--- config.mk ---
export PLATFORM = sky130hd
export DESIGN_NAME = sram_req_arbiter
export DESIGN_NICKNAME = d
export VERILOG_FILES = /design/src/rtl/sram_req_arbiter.sv
export SDC_FILE = /design/constraint.sdc
export NUM_CORES = 1
export LEC_CHECK = 0
export CORE_AREA = 2 2 124 126
export DETAILED_ROUTE_END_ITERATION = 8
export DIE_AREA = 0 0 126 128
export PLACE_DENSITY = 0.59
export RECOVER_POWER = 25
export SYNTH_ARGS = -nofsm -noshare
export SYNTH_HDL_FRONTEND = slang
export SYNTH_SLANG_ARGS = --single-unit
--- constraint.sdc ---
create_clock -name clk -period 2.8 [get_ports clk]
set_input_delay 0.42 -clock clk [delete_from_list [all_inputs] [get_ports clk]]
set_output_delay 0.42 -clock clk [all_outputs]
set_load 0.005 [all_outputs]
--- src/rtl/sram_req_arbiter.sv ---
// Two-master SRAM-like request arbiter with an in-order ownership FIFO for response routing.
// Optional build macro ARB_ROUND_ROBIN_EN selects alternating priority on conflicts (default: data-first).
module sram_req_arbiter #(
  parameter int unsigned MAX_OUTSTANDING = 4
) (
  input  logic        clk,
  input  logic        resetn,

  input  logic        inst_sram_req,
  input  logic        inst_sram_wr,
  input  logic [1:0]  inst_sram_size,
  input  logic [3:0]  inst_sram_wstrb,
  input  logic [31:0] inst_sram_addr,
  input  logic [31:0] inst_sram_wdata,
  output logic        inst_sram_addr_ok,
  output logic        inst_sram_data_ok,
  output logic [31:0] inst_sram_rdata,

  input  logic        data_sram_req,
  input  logic        data_sram_wr,
  input  logic [1:0]  data_sram_size,
  input  logic [3:0]  data_sram_wstrb,
  input  logic [31:0] data_sram_addr,
  input  logic [31:0] data_sram_wdata,
  output logic        data_sram_addr_ok,
  output logic        data_sram_data_ok,
  output logic [31:0] data_sram_rdata,

  output logic        sram_req,
  output logic        sram_wr,
  output logic [1:0]  sram_size,
  output logic [3:0]  sram_wstrb,
  output logic [31:0] sram_addr,
  output logic [31:0] sram_wdata,
  input  logic        sram_addr_ok,
  input  logic        sram_data_ok,
  input  logic [31:0] sram_rdata,

  output logic        arb_busy
);

  localparam int unsigned PW = (MAX_OUTSTANDING > 1) ? $clog2(MAX_OUTSTANDING) : 1;
  localparam logic [PW:0] DEPTH = (PW+1)'(MAX_OUTSTANDING);

  typedef enum logic {IDLE, LOCKED} state_t;

  state_t                     state, state_nxt;
  logic                       lock_owner, lock_owner_nxt;
  logic [MAX_OUTSTANDING-1:0] owner_q;
  logic [PW-1:0]              rd_ptr, wr_ptr;
  logic [PW:0]                count;
  logic                       full, empty, head_owner;
  logic                       idle_grant, grant, want, push, pop;

  assign full       = (count == DEPTH);
  assign empty      = (count == '0);
  assign head_owner = owner_q[rd_ptr];

`ifdef ARB_ROUND_ROBIN_EN
  // Owner of the most recent accepted handshake (1 = data); the other master wins the next conflict.
  logic last_winner;

  always_ff @(posedge clk) begin
    if (!resetn)
      last_winner <= 1'b0;
    else if (push)
      last_winner <= grant;
  end

  assign idle_grant = (inst_sram_req & data_sram_req) ? ~last_winner : data_sram_req;
`else
  assign idle_grant = data_sram_req;
`endif

  always_comb begin
    state_nxt      = state;
    lock_owner_nxt = lock_owner;
    grant          = idle_grant;
    want           = inst_sram_req | data_sram_req;
    if (state == LOCKED) begin
      grant = lock_owner;
      want  = lock_owner ? data_sram_req : inst_sram_req;
    end

    sram_req = resetn & want & ~full;

    unique case (state)
      IDLE: begin
        if (sram_req && !sram_addr_ok) begin
          state_nxt      = LOCKED;
          lock_owner_nxt = grant;
        end
      end
      LOCKED: begin
        // A dropped request is a legal cancel before acceptance.
        if ((sram_req && sram_addr_ok) || !want)
          state_nxt = IDLE;
      end
      default: state_nxt = IDLE;
    endcase
  end

  assign push = sram_req & sram_addr_ok;
  assign pop  = sram_data_ok & ~empty;

  assign sram_wr    = sram_req & (grant ? data_sram_wr : inst_sram_wr);
  assign sram_size  = sram_req ? (grant ? data_sram_size  : inst_sram_size)  : '0;
  assign sram_wstrb = sram_req ? (grant ? data_sram_wstrb : inst_sram_wstrb) : '0;
  assign sram_addr  = sram_req ? (grant ? data_sram_addr  : inst_sram_addr)  : '0;
  assign sram_wdata = sram_req ? (grant ? data_sram_wdata : inst_sram_wdata) : '0;

  assign inst_sram_addr_ok = push & ~grant;
  assign data_sram_addr_ok = push &  grant;

  assign inst_sram_data_ok = resetn & pop & ~head_owner;
  assign data_sram_data_ok = resetn & pop &  head_owner;
  assign inst_sram_rdata   = resetn ? sram_rdata : '0;
  assign data_sram_rdata   = resetn ? sram_rdata : '0;

  assign arb_busy = resetn & ~empty;

  always_ff @(posedge clk) begin
    if (!resetn) begin
      state      <= IDLE;
      lock_owner <= 1'b0;
      rd_ptr     <= '0;
      wr_ptr     <= '0;
      count      <= '0;
    end else begin
      state      <= state_nxt;
      lock_owner <= lock_owner_nxt;
      if (push) begin
        owner_q[wr_ptr] <= grant;
        wr_ptr          <= wr_ptr + 1'b1;
      end
      if (pop)
        rd_ptr <= rd_ptr + 1'b1;
      unique case ({push, pop})
        2'b10:   count <= count + 1'b1;
        2'b01:   count <= count - 1'b1;
        default: count <= count;
      endcase
    end
  end

endmodule

==> run_results.csv <==
group,metric,value,unit
route,top_layer,"met5",
timing,hold_viol,0,
route,dr.pass1.iters,5,
placement,pre_cts_ws,-0.0185,ns
setup_path,endpoint_kind,"primary output",
setup_path,crit_type,"in2out",
timing,timing.final.ws_setup,0.0582,ns
cts,cts.sinks,13,
worst_hold_path,worstHoldPathType,"reg2reg",
power,max-vdd-ir-drop,203,uV
synth,synth_seq_cells,13,
setup_path,cp_max_fo,36,
timing,worst_pin_slew,0.339,ns
synth,dominantRegCellSynth,"dfxtp_1",
placement,place_hpwl,9.40,mm
cts,insertion_delay,0.24,ns
route,dr_wl_met3,1.08,mm
route,drt_iter0_markers,169,
synth,yosysWarnings,0,
die,row_count,45,
setup_path,cp.required,2.38,ns
worst_hold_path,whs_path_depth,1,
route,routed_wl,12.3,mm
cts,cts_max_level,1,
cts,ctsHoldBuffers,0,
die,core_area,14900,sq um
synth,synth_area_leaders,"nand2_1 (26%), a21oi_1 (17%), buf_4 (11%)",
worst_hold_path,min_from,"wr_ptr[0]",
die,start_util,0.146,
route,drc,0,
outcome,run_status,"complete, no violations",
global_route,grt_max_degree,44,
setup_path,start_kind,"input pin",
timing,relSlewSlack,0.772,
layout,drive_gt1_frac,0.0456,
global_route,gr-total-overflow,0,
placement,place_congestion,0.841,
route,viasPerCell,4.18,
synth,postSynthCellCount,376,
worst_hold_path,min_to,"wr_ptr[0]",
route,met1_length,4.82,mm
global_route,grt_pass1_vias,3368,
setup_path,rr_startpoint,"state",
placement,port_buffers,320,
timing,finalClockSkew,0.00138,ns
timing,setup_viol,0,
synth,synth_cell_types,37,
cts,clkTransAtPathRegs,0.04,ns
die,dieWidth,126,um
timing,slew_violations,0,
die,die_area,16100,sq um
synth,mappedNetlistNets,562,
cts,cts_tree,"yes",
cts,cts_root_buf,"clkbuf_16",
cts,clockBufferDepth,2,
timing,max_freq,0.365,GHz
power,total_power,1.67,mW
power,power_density,297,nW/um^2
synth,synth_largest_type_area_fraction,0.257,
route,post_drt_wl_per_cell,14.5,um
placement,place_area,5400,sq um
global_route,antenna_found_initial,2,
layout,finish.utilization,0.378,
cts,cts_buffers,3,
setup_path,arrival,2.32,ns
timing,period_share,0.979,
synth,synth_edf_count,4,
synth,syn_avg_cell_area,5.75,sq um
layout,stdcell_area,5620,sq um
setup_path,reg2reg_depth,11,
die,io_pins,321,
run,cap_violations,0,
timing,period_needed,2.74,ns
synth,synth_top_area_cell,"nand2_1",
layout,nets,845,
synth,syn-cell-area,2160,sq um
route,wl_met2,6.15,mm
route,vias,3535,
setup_path,rr_endpoint,"count[2]",
global_route,grtUsageTotal,0.128,
setup_path,rrSetupSlack,0.51,ns
global_route,grt_pass1_wl,17.0,mm
synth,yosysSeqAreaShare,0.139,
synth,synthArstFlopShare,0,
layout,antenna_cells,0,
route,ant_nets,0,
layout,area_growth,160,%
power,leakagePower,2.40,nW
timing,setup_tns,0,ns
die,die_h,128,um
[registers in the layout (all words and copies together), names as in the netlist]
signal,count
count,3
lock_owner,1
owner_q,4
rd_ptr,2
state,1
wr_ptr,2
[power by group]
part | leakage, nW | switching (mW) | internal (mW)
Clock | 0.0382 | 0.0773 | 0.192
Sequential | 0.110 | 0.0375 | 0.227
Combinational | 2.25 | 0.441 | 0.693
[worst max-delay path, stage by stage]
cell and delay [ns]:
clkdlybuf4s50_1 0.48, a21bo_1 0.22, a21oi_2 0.21, nand2_4 0.11, buf_12 0.18, a21oi_1 0.14
clkdlybuf4s50_1 0.54
[worst max path at each step]
stage	startpoint	to	slack, ns
finish	inst_sram_req	sram_wdata[5]	0.06
detailed placement	inst_sram_req	count[2]	-0.02
CTS	data_sram_req	sram_wdata[31]	-0.003
global placement	inst_sram_req	count[2]	0.02
floorplan	resetn	count[2]	0.57
global route	data_sram_req	sram_wdata[5]	-0.03
[timing repair]
action	CTS	global route
pin swaps	0	0
buffers inserted	0	1
endpoints found under the setup margin	1	68
hold endpoints to repair	0	0
gates cloned	0	3
resized for setup	0	21
[final cells by class]
type / count / area (sq um)
inverter: 9 / 43.8
tap: 188 / 235
fill: 1559 / 9240
sequential: 13 / 300
timing repair buffer: 336 / 3480
clock buffer: 4 / 78.8
multi-input combinational: 296 / 1490
[synthesized netlist by cell type (all sizes together), types with 2 or more instances]
library cell and n:
a21oi 74, and2 32, and3 6, buf 44, clkbuf 14, dfxtp 9
edfxtp 4, ha 5, inv 8, nand2 150, nor2 10, nor3b 2
xor2 3
[per-layer routing]
metal | up-vias | track usage
li1 | 1746 | -
met1 | 1582 | 0.151
met2 | 184 | 0.230
met3 | 19 | 0.0363
met4 | 4 | 0.0310
met5 | - | 0
[stage by stage]
step,std cells,hold WS (ns)
floorplan,376,0.468
global placement,838,0.484
detailed placement,838,0.511
CTS,842,0.519
global route,846,0.544
finish,846,0.513
[placed cells by master, fill, tap and decap left out, types with 2 or more instances in the layout]
cell type,count
clkbuf_16,6
buf_4,7
and2_1,32
dfxtp_1,9
buf_12,5
nand2_1,148
nor2_1,9
and3_1,6
ha_1,5
xor2_1,3
dlymetal6s2s_1,14
edfxtp_1,4
clkdlybuf4s50_1,305
a21oi_2,2
inv_1,6
a21oi_1,72
[logic make-up after synthesis]
family / Yosys count / share of synthesized area
xor gates and xnor gates: 4 / 0.0162
DFF: 13 / 0.139
buffers and inverters: 67 / 0.180
muxes: 2 / 0.0150
adders and majority gates: 6 / 0.0382
and+or+nand+nor: 203 / 0.411
AOI/OAI and AO/OA: 81 / 0.201
(Power assumes the default switching activity.)
